==> src/rtl/constraint_eval_engine.sv <==
// Runtime-programmable constraint evaluation engine.
// Holds a table of constraints, accepts one candidate vector at a time and evaluates one table
// entry per cycle. It reports the overall pass, a per-constraint mask and the lowest failing
// index, and keeps saturating sample/pass statistics.
module constraint_eval_engine #(
    parameter int NUM_VARS   = 5,
    parameter int VAR_W      = 14,
    parameter int NUM_CONS   = 9,
    parameter int EARLY_EXIT = 0,
    parameter int CNT_W      = 16,
    localparam int IDX_W = ($clog2(NUM_VARS) > 1) ? $clog2(NUM_VARS) : 1,
    localparam int CI_W  = ($clog2(NUM_CONS) > 1) ? $clog2(NUM_CONS) : 1,
    localparam int CFG_W = 1 + 3 + 1 + 2 * IDX_W + VAR_W
) (
    input  logic                      clk,
    input  logic                      rst_n,
    input  logic                      cfg_we,
    input  logic [CI_W-1:0]           cfg_idx,
    input  logic [CFG_W-1:0]          cfg_data,
    output logic                      cfg_err,
    input  logic                      in_valid,
    output logic                      in_ready,
    input  logic [NUM_VARS*VAR_W-1:0] in_vars,
    output logic                      out_valid,
    input  logic                      out_ready,
    output logic                      out_pass,
    output logic [NUM_CONS-1:0]       out_mask,
    output logic [CI_W-1:0]           out_fail_idx,
    input  logic                      cnt_clr,
    output logic [CNT_W-1:0]          sample_cnt,
    output logic [CNT_W-1:0]          pass_cnt
);

    localparam logic [1:0] S_IDLE = 2'd0;
    localparam logic [1:0] S_EVAL = 2'd1;
    localparam logic [1:0] S_DONE = 2'd2;

    localparam logic [2:0] OP_ADD = 3'd0;
    localparam logic [2:0] OP_SUB = 3'd1;
    localparam logic [2:0] OP_XOR = 3'd2;
    localparam logic [2:0] OP_AND = 3'd3;
    localparam logic [2:0] OP_SHL = 3'd4;
    localparam logic [2:0] OP_SHR = 3'd5;
    localparam logic [2:0] OP_NOT = 3'd6;
    localparam logic [2:0] OP_INV = 3'd7;

    logic [1:0]                state_q;
    logic [CI_W-1:0]           idx_q;
    logic [NUM_VARS*VAR_W-1:0] vars_q;
    logic [NUM_CONS-1:0]       mask_q;
    logic                      pass_q;
    logic [CI_W-1:0]           fail_q;
    logic                      cfg_err_q;
    logic [CNT_W-1:0]          sample_q;
    logic [CNT_W-1:0]          pass_cnt_q;
    logic [CFG_W-1:0]          table_q [NUM_CONS];

    logic                      cfg_idx_ok;
    logic                      cfg_accept;
    logic                      accept;
    logic                      deliver;

    // Fields of the entry currently under evaluation
    logic [CFG_W-1:0]          cur;
    logic                      cur_en;
    logic [2:0]                cur_op;
    logic                      cur_use_imm;
    logic [IDX_W-1:0]          cur_a_idx;
    logic [IDX_W-1:0]          cur_b_idx;
    logic [VAR_W-1:0]          cur_imm;

    logic [VAR_W-1:0]          op_a;
    logic [VAR_W-1:0]          op_b_var;
    logic [VAR_W-1:0]          op_b;
    logic [VAR_W-1:0]          result;
    logic                      ent_pass;
    logic                      last_ent;
    logic                      stop;

    assign cfg_idx_ok = {1'b0, cfg_idx} < (CI_W + 1)'(NUM_CONS);
    assign cfg_accept = cfg_we && (state_q == S_IDLE) && cfg_idx_ok;
    assign accept     = in_valid && (state_q == S_IDLE);
    assign deliver    = out_ready && (state_q == S_DONE);

    assign cur         = table_q[idx_q];
    assign cur_en      = cur[CFG_W-1];
    assign cur_op      = cur[CFG_W-2 -: 3];
    assign cur_use_imm = cur[CFG_W-5];
    assign cur_a_idx   = cur[VAR_W+2*IDX_W-1 -: IDX_W];
    assign cur_b_idx   = cur[VAR_W+IDX_W-1 -: IDX_W];
    assign cur_imm     = cur[VAR_W-1:0];

    // Operand fetch; indices beyond the variable count read as zero
    always_comb begin
        op_a     = '0;
        op_b_var = '0;
        for (int i = 0; i < NUM_VARS; i++) begin
            if (cur_a_idx == IDX_W'(i)) op_a = vars_q[i*VAR_W +: VAR_W];
            if (cur_b_idx == IDX_W'(i)) op_b_var = vars_q[i*VAR_W +: VAR_W];
        end
        op_b = cur_use_imm ? cur_imm : op_b_var;
    end

    // Constraint ALU; every result truncated to VAR_W bits
    always_comb begin
        result = '0;
        case (cur_op)
            OP_ADD:  result = op_a + op_b;
            OP_SUB:  result = op_a - op_b;
            OP_XOR:  result = op_a ^ op_b;
            OP_AND:  result = op_a & op_b;
            OP_SHL:  result = op_a << op_b;
            OP_SHR:  result = op_a >> op_b;
            OP_NOT:  result = {{(VAR_W-1){1'b0}}, (op_a == '0)};
            OP_INV:  result = ~op_a;
            default: result = '0;
        endcase
    end

    // A disabled entry passes unconditionally but still occupies its cycle
    assign ent_pass = !cur_en || (|result);
    assign last_ent = (idx_q == CI_W'(NUM_CONS - 1));
    assign stop     = last_ent || ((EARLY_EXIT != 0) && !ent_pass);

    // Constraint table; writes only land while idle
    always_ff @(posedge clk or negedge rst_n) begin
        if (!rst_n) begin
            for (int i = 0; i < NUM_CONS; i++) table_q[i] <= '0;
        end else if (cfg_accept) begin
            table_q[cfg_idx] <= cfg_data;
        end
    end

    // One-cycle error pulse for every dropped configuration write
    always_ff @(posedge clk or negedge rst_n) begin
        if (!rst_n) cfg_err_q <= 1'b0;
        else        cfg_err_q <= cfg_we && !cfg_accept;
    end

    // Control FSM and result accumulation
    always_ff @(posedge clk or negedge rst_n) begin
        if (!rst_n) begin
            state_q <= S_IDLE;
            idx_q   <= '0;
            vars_q  <= '0;
            mask_q  <= '0;
            pass_q  <= 1'b0;
            fail_q  <= '0;
        end else begin
            case (state_q)
                S_IDLE: begin
                    if (accept) begin
                        vars_q  <= in_vars;
                        idx_q   <= '0;
                        mask_q  <= '0;
                        pass_q  <= 1'b1;
                        fail_q  <= '0;
                        state_q <= S_EVAL;
                    end
                end
                S_EVAL: begin
                    mask_q[idx_q] <= ent_pass;
                    // Only the first failure seen is the lowest failing index
                    if (!ent_pass && pass_q) begin
                        pass_q <= 1'b0;
                        fail_q <= idx_q;
                    end
                    if (stop) state_q <= S_DONE;
                    else      idx_q   <= idx_q + CI_W'(1);
                end
                S_DONE: begin
                    if (out_ready) begin
                        state_q <= S_IDLE;
                        idx_q   <= '0;
                    end
                end
                default: state_q <= S_IDLE;
            endcase
        end
    end

    // Saturating statistics; a clear wins over a same-cycle delivery
    always_ff @(posedge clk or negedge rst_n) begin
        if (!rst_n) begin
            sample_q   <= '0;
            pass_cnt_q <= '0;
        end else if (cnt_clr) begin
            sample_q   <= '0;
            pass_cnt_q <= '0;
        end else if (deliver) begin
            if (sample_q != {CNT_W{1'b1}}) sample_q <= sample_q + CNT_W'(1);
            if (pass_q && (pass_cnt_q != {CNT_W{1'b1}})) pass_cnt_q <= pass_cnt_q + CNT_W'(1);
        end
    end

    assign cfg_err      = cfg_err_q;
    assign in_ready     = (state_q == S_IDLE);
    assign out_valid    = (state_q == S_DONE);
    assign out_pass     = pass_q;
    assign out_mask     = mask_q;
    assign out_fail_idx = fail_q;
    assign sample_cnt   = sample_q;
    assign pass_cnt     = pass_cnt_q;

endmodule

==> config.mk <==
export PLATFORM = sky130hd
export DESIGN_NAME = constraint_eval_engine
export DESIGN_NICKNAME = d
export VERILOG_FILES = /design/src/rtl/constraint_eval_engine.sv
export SDC_FILE = /design/constraint.sdc
export NUM_CORES = 1
export LEC_CHECK = 0
export CORE_AREA = 2 2 255 257
export DETAILED_ROUTE_END_ITERATION = 8
export DIE_AREA = 0 0 257 259
export DONT_BUFFER_PORTS = 1
export GPL_TIMING_DRIVEN = 0
export MAX_ROUTING_LAYER = met4
export PLACE_DENSITY = 0.53
export SYNTH_ARGS = -nofsm -noshare
export SYNTH_HDL_FRONTEND = slang
export SYNTH_SLANG_ARGS = --single-unit
==> constraint.sdc <==
create_clock -name clk -period 6.6 [get_ports clk]
set_clock_uncertainty 0.15 [all_clocks]
set_input_delay 0.99 -clock clk [delete_from_list [all_inputs] [get_ports clk]]
set_output_delay 0.99 -clock clk [all_outputs]
set_load 0.01 [all_outputs]
==> results of run 1 <==
[area by class of cell]
class                   count  area [um^2]
inverters                  25          101
multi-input cells        1293         9910
repair buffers              8         76.3
well taps                 855         1070
flip-flops and latches    348         8710
fillers                  6358        42000
diodes                      1         2.50
clock inverters            17          310
plain buffers             102          583
clock buffers              54         1170
[cells by family after synthesis]
group,Yosys count
buf+inv,132
flops,348
simple gates,557
xor+xnor,41
mux,352
fa+ha+maj,35
compound gates,308
[per-stage QoR]
step	setup TNS [ps]	area (um^2)	cells	hold slack (ps)	util
floorplan	0	19000	1773	302	-
global placement	-20640	20000	2628	332	0.314
detailed placement	-22290	20100	2629	337	0.314
CTS	0	21800	2705	-61.4	0.341
global route	0	21900	2703	-78.6	0.343
finish	0	21900	2703	-49.6	0.343
[Yosys cell counts, types with 11 or more instances]
cell	number	area, um^2
dfrtp_1	348	8710
nand2_1	286	1070
mux2_2	257	2890
nor2_1	86	323
mux2i_1	68	681
o21ai_0	68	340
clkbuf_1	62	233
a21oi_1	54	270
nand3_1	44	220
ha_1	34	425
buf_2	29	145
nor3_1	27	135
xor2_1	23	201
inv_1	20	75.1
a221o_1	19	190
mux4_2	19	428
xnor2_1	18	158
and3_1	17	106
nand4_1	17	106
a211oi_1	16	120
o22ai_1	15	93.8
or3_1	13	81.3
o21a_1	11	82.6
[state kept, by name, indices dropped and copies added, names as in the netlist]
name,flops
vars_q,70
idx_q,4
out_mask,9
table_q,225
pass_cnt,16
state_q,2
out_fail_idx,4
cfg_err,1
sample_cnt,16
out_pass,1
[cells in the final DEF, fill, tap and decap left out, types with 27 or more instances in the layout]
cell	n
a21oi_1	53
nor3_1	27
nand3_1	44
clkbuf_16	42
clkbuf_1	58
nor2_1	83
mux2_2	257
o21ai_0	65
ha_1	34
dfrtp_1	347
mux2i_1	66
nand2_1	286
[routing by layer]
metal	routed length, um	global-route usage
met2	29300	0.303
met3	4570	0.0497
met1	27500	0.243
met5	0	-
met4	1570	0.0562
[worst paths after layout]
path	end	slack (ps)	cells past startpoint
max in group asynchronous	vars_q[56]	5610	0
min	pass_cnt[12]	-50	0
max	out_fail_idx[2]	320	27
min reg2reg	table_q[61]	350	1
max reg2reg	out_fail_idx[2]	320	27
min in group clk	table_q[61]	350	1
[timing repair]
item / 4_1_cts / 5_1_grt
buffers inserted: 7 / 0
gates resized for setup: 41 / 40
endpoints found under the hold margin: 244 / 241
pin swaps: 5 / 4
setup endpoints to repair: 14 / 14
[critical path: cells and delay by family, from the launching register on]
| family | cells | cell delay (ps) |
|---|---|---|
| mux | 2 | 520 |
| compound gates | 8 | 2050 |
| simple gates | 7 | 1140 |
| flops | 1 | 320 |
| buf+inv | 8 | 1370 |
| fa+ha+maj | 1 | 370 |
| xor+xnor | 1 | 160 |
==> results.py, run 1 <==
metrics = {
    "status": {
        "status": "complete, but fails checks",
        "violations": "hold timing",
    },
    "clocking": {
        "htreeDepth": 2,
        "cts_inserted_buffers": 42,
        "cts_tree": "built",
        "path_clk_slew_ps": 60,
        "ctsRootBufferMaster": "clkbuf_16",
        "clock_sinks": 348,
        "max-clock-path-buffers": 3,
        "clock_latency_ps": 590,
    },
    "logic_synthesis": {
        "ys_ff_latch": 348,
        "synth_cell_types": 95,
        "synth-compound-area-share": 0.117,
        "syn_avg_cell_area_um2": 10.7,
        "synth_xor_area_frac": 0.0189,
        "synth_mux_area_frac": 0.216,
        "syn-num-nets": 1913,
        "synth_top_family_by_area": "multiplexers",
        "syn_area_um2": 19000,
        "synth_edf_count": 0,
        "synthAdderAreaFrac": 0.0235,
        "async_reset_ff_frac": 1.00,
        "synth_cells": 1773,
        "synth-simple-area-share": 0.134,
        "ys.flop_type": "dfrtp_1",
        "seq_area_frac_synth": 0.459,
        "ys_warn_count": 0,
    },
    "floorplanning": {
        "die_y_um": 259,
        "row_count": 93,
        "initial_core_util": 0.297,
        "die-area_um2": 66600,
        "ios": 154,
        "coreArea_um2": 63900,
        "die_x_um": 257,
    },
    "placed_design": {
        "port_buffers": 0,
        "pre_cts_ws_ps": -1660,
        "routabilityCongestion": 0.934,
        "place_hpwl_um": 44600,
    },
    "critical_path": {
        "cp_common_cell": "buf_6",
        "startpoint_type": "register",
        "critPathKind": "register to register",
        "arrival_ps": 6550,
        "worst_path_max_delay_cell": "a32oi_4",
        "required_ps": 6880,
        "endpoint_kind": "register",
        "path_max_fanout": 10,
        "max_stage_delay_ps": 370,
        "r2r-start": "idx_q[3]",
        "critical_path.startpoint": "idx_q[3]",
    },
    "routing": {
        "wl_um": 62900,
        "drtAntennaViolNets": 0,
        "drtPass1Iterations": 7,
        "drt_iter0_drc": 1259,
        "vias": 14600,
        "avgViaCountPerCell": 5.39,
        "detail_route.wl_per_cell_um": 23.3,
        "drc_errors": 0,
    },
    "sta": {
        "setup_viol": 0,
        "slew_headroom": 0.0423,
        "worst_slew_pin_slew_ps": 1430,
        "max_freq_mhz": 159,
        "period_minus_slack_ps": 6280,
        "rsz0062_at_grt": "no",
        "whs_ps": -49.6,
        "slew_viol_final": 0,
        "hold_viol": 84,
        "layout_setup_ws_ps": 323,
        "fin_crit_sh": 0.951,
    },
    "grt": {
        "grt_pass1_wl_um": 94400,
        "overflow": 0,
        "first_global_vias": 14600,
        "antenna_found_initial": 2,
        "grt_use_total": 0.192,
        "grt_max_degree": 349,
    },
    "hold_path": {
        "min_path_type": "input port to asynchronous set/reset pin",
    },
    "layout": {
        "synthToLayoutAreaGrowth_pct": 15.6,
        "fin_nets": 1960,
        "drive_gt1_frac": 0.257,
    },
    "run": {
        "max_cap_viol_count": 0,
    },
}
Power of run 1 is left out: the tool's default activity adds up to more than one toggle a clock period on the data nets, which glitch-free logic cannot reach.
==> inputs of run 2 (changes only) <==
--- a/config.mk
+++ b/config.mk
@@ -8,10 +8,9 @@
 export CORE_AREA = 2 2 255 257
 export DETAILED_ROUTE_END_ITERATION = 8
 export DIE_AREA = 0 0 257 259
-export DONT_BUFFER_PORTS = 1
 export GPL_TIMING_DRIVEN = 0
 export MAX_ROUTING_LAYER = met4
-export PLACE_DENSITY = 0.53
+export PLACE_DENSITY = 0.54
 export SYNTH_ARGS = -nofsm -noshare
 export SYNTH_HDL_FRONTEND = slang
 export SYNTH_SLANG_ARGS = --single-unit
==> constraint.sdc (replaced) <==
create_clock -name clk -period 7.5 [get_ports clk]
set_clock_uncertainty 0.15 [all_clocks]
set_input_delay 1.125 -clock clk [delete_from_list [all_inputs] [get_ports clk]]
set_output_delay 1.125 -clock clk [all_outputs]
set_load 0.01 [all_outputs]
==> run 2 against run 1 <==
The run now ends clean. Critical endpoint is now out_fail_idx[1]. Die area is the same. Clock-buffer cell count grew 6. Worst setup slack gained 91 ps. Via count grew 3.8%. Register-to-register slack gained 90 ps. Design area grew 5.4%. Sequential share of layout area shrank 2.0 points. Global-route usage grew 0.57 points. Flip-flop and latch count is the same.
==> results.py, run 2 (synthesis results as in run 1) <==
metrics = {
    "floorplanning": {
        "row_count": 93,
        "die-area_um2": 66600,
        "coreArea_um2": 63900,
        "die_y_um": 259,
        "ios": 154,
        "die_x_um": 257,
        "initial_core_util": 0.297,
    },
    "clocking": {
        "cts_inserted_buffers": 42,
        "ctsRootBufferMaster": "clkbuf_16",
        "max-clock-path-buffers": 3,
        "path_clk_slew_ps": 60,
        "htreeDepth": 2,
        "clock_sinks": 348,
        "clock_latency_ps": 580,
        "cts_tree": "built",
    },
    "grt": {
        "grt_use_total": 0.198,
        "antenna_found_initial": 3,
        "first_global_vias": 15300,
        "grt_pass1_wl_um": 98100,
        "grt_max_degree": 122,
        "overflow": 0,
    },
    "placed_design": {
        "port_buffers": 149,
        "routabilityCongestion": 0.910,
        "pre_cts_ws_ps": -714,
        "place_hpwl_um": 46000,
    },
    "routing": {
        "wl_um": 64500,
        "met1Wirelength_um": 29000,
        "drc_errors": 0,
        "met3_length_um": 3370,
        "avgViaCountPerCell": 5.30,
        "drtAntennaViolNets": 0,
        "detail_route.wl_per_cell_um": 22.6,
        "drt_iter0_drc": 1240,
        "drtPass1Iterations": 8,
        "top_layer_used": "met4",
        "wl_met2_um": 30300,
        "vias": 15100,
    },
    "layout": {
        "top_regs": "table_q: 225 flops, vars_q: 70 flops",
        "n_fill_cell": 6305,
        "final_common_cell": "dfrtp_1",
        "largest_reg_flops": 225,
        "final_cell_mix": "347 x dfrtp_1, 286 x nand2_1, 257 x mux2_2",
        "drive_gt1_frac": 0.226,
        "seq_area_um2": 8710,
        "multi_input_area_um2": 9750,
        "top_register": "table_q",
        "synthToLayoutAreaGrowth_pct": 21.8,
        "fin_nets": 2114,
    },
    "critical_path": {
        "r2r-start": "idx_q[0]",
        "critical_path.startpoint": "idx_q[0]",
        "startpoint_type": "register",
        "r2r_cells": 27,
        "endpoint": "out_fail_idx[1]",
        "regToRegSetupSlack_ps": 410,
        "critPathKind": "register to register",
        "arrival_ps": 7350,
        "path_max_fanout": 10,
        "required_ps": 7760,
        "endpoint_kind": "register",
        "r2r_end": "out_fail_idx[1]",
    },
    "sta": {
        "fin_crit_sh": 0.945,
        "worst_slew_pin_slew_ps": 1430,
        "finalSetupTns_ps": 0,
        "layout_setup_ws_ps": 415,
        "slew_viol_final": 0,
        "slew_headroom": 0.0416,
        "period_minus_slack_ps": 7090,
        "max_freq_mhz": 141,
        "setup_viol": 0,
        "hold_viol": 0,
    },
    "run": {
        "max_cap_viol_count": 0,
    },
    "hold_path": {
        "min_path_type": "input port to asynchronous set/reset pin",
    },
    "status": {
        "status": "complete, no violations",
    },
}
run 2: cell count changes in the layout (fill, tap and decap cells not counted), moves of 5 or more:
| cell | before | now |
|---|---|---|
| buf_2 | 16 | 23 |
| bufinv_16 | 6 | 0 |
| clkbuf_8 | 7 | 12 |
| buf_6 | 17 | 4 |
| clkbuf_1 | 58 | 65 |
| clkdlybuf4s50_1 | 0 | 148 |
run 2: how the worst min path moves through the flow:
stage,startpoint,to,slack [ps],cells past startpoint
5_1_grt,rst_n,pass_cnt[9],280,1
6_report,rst_n,pass_cnt[11],280,1
4_1_cts,rst_n,pass_cnt[7],260,1
3_3_place_gp,table_q[66],table_q[66],330,1
3_5_place_dp,table_q[16],table_q[16],340,1
2_1_floorplan,vars_q[64],vars_q[64],300,2
run 2: critical path, cell delays in order (launching register included):
cell and delay, ps:
dfrtp_2 450, buf_6 190, buf_4 250, buf_4 270
mux4_2 550, a32oi_2 370, o22ai_1 220, a221oi_4 340
clkbuf_4 310, buf_2 260, ha_1 270, nand2_1 60
o21ai_1 110, inv_1 90, ha_1 230, nor2b_1 130
o21ai_0 210, a21boi_0 150, o21ai_1 230, a211oi_1 130
o21a_1 220, o21ai_0 280, a21oi_1 120, a211oi_1 260
xnor2_1 130, o41ai_2 410, nand4b_2 300, mux2i_1 200
run 2: final cells by class:
class,instances,area share
clock inverter,10,0.00395
tap,855,0.0463
clock buffer,60,0.0536
multi-input combinational,1293,0.422
sequential,348,0.377
inverter,25,0.00406
buffer,107,0.0230
antenna,3,0.000325
timing repair buffer,157,0.0700
run 2: timing repair:
action / 4_1_cts / 5_1_grt
setup endpoints to repair: 14 / 14
endpoints found under the hold margin: 0 / 0
pin swaps: 1 / 2
buffers inserted: 1 / 3
hold buffers: 0 / 0
resized for setup: 14 / 9
gates cloned: 0 / 0
run 2: metal layers:
layer | GRT usage | up-vias
met5 | - | -
met4 | 0.0599 | 0
met3 | 0.0295 | 126
met2 | 0.313 | 467
met1 | 0.263 | 7703
li1 | - | 6844
run 2: per-stage QoR:
step	cells	area (um^2)	utilization	hold slack (ps)
CTS	2852	23000	0.361	264
finish	2858	23100	0.362	283
floorplan	1773	19000	-	302
global route	2858	23100	0.362	284
detailed placement	2781	21600	0.339	339
global placement	2777	21500	0.337	332
Power of run 2 is left out for the same reason.
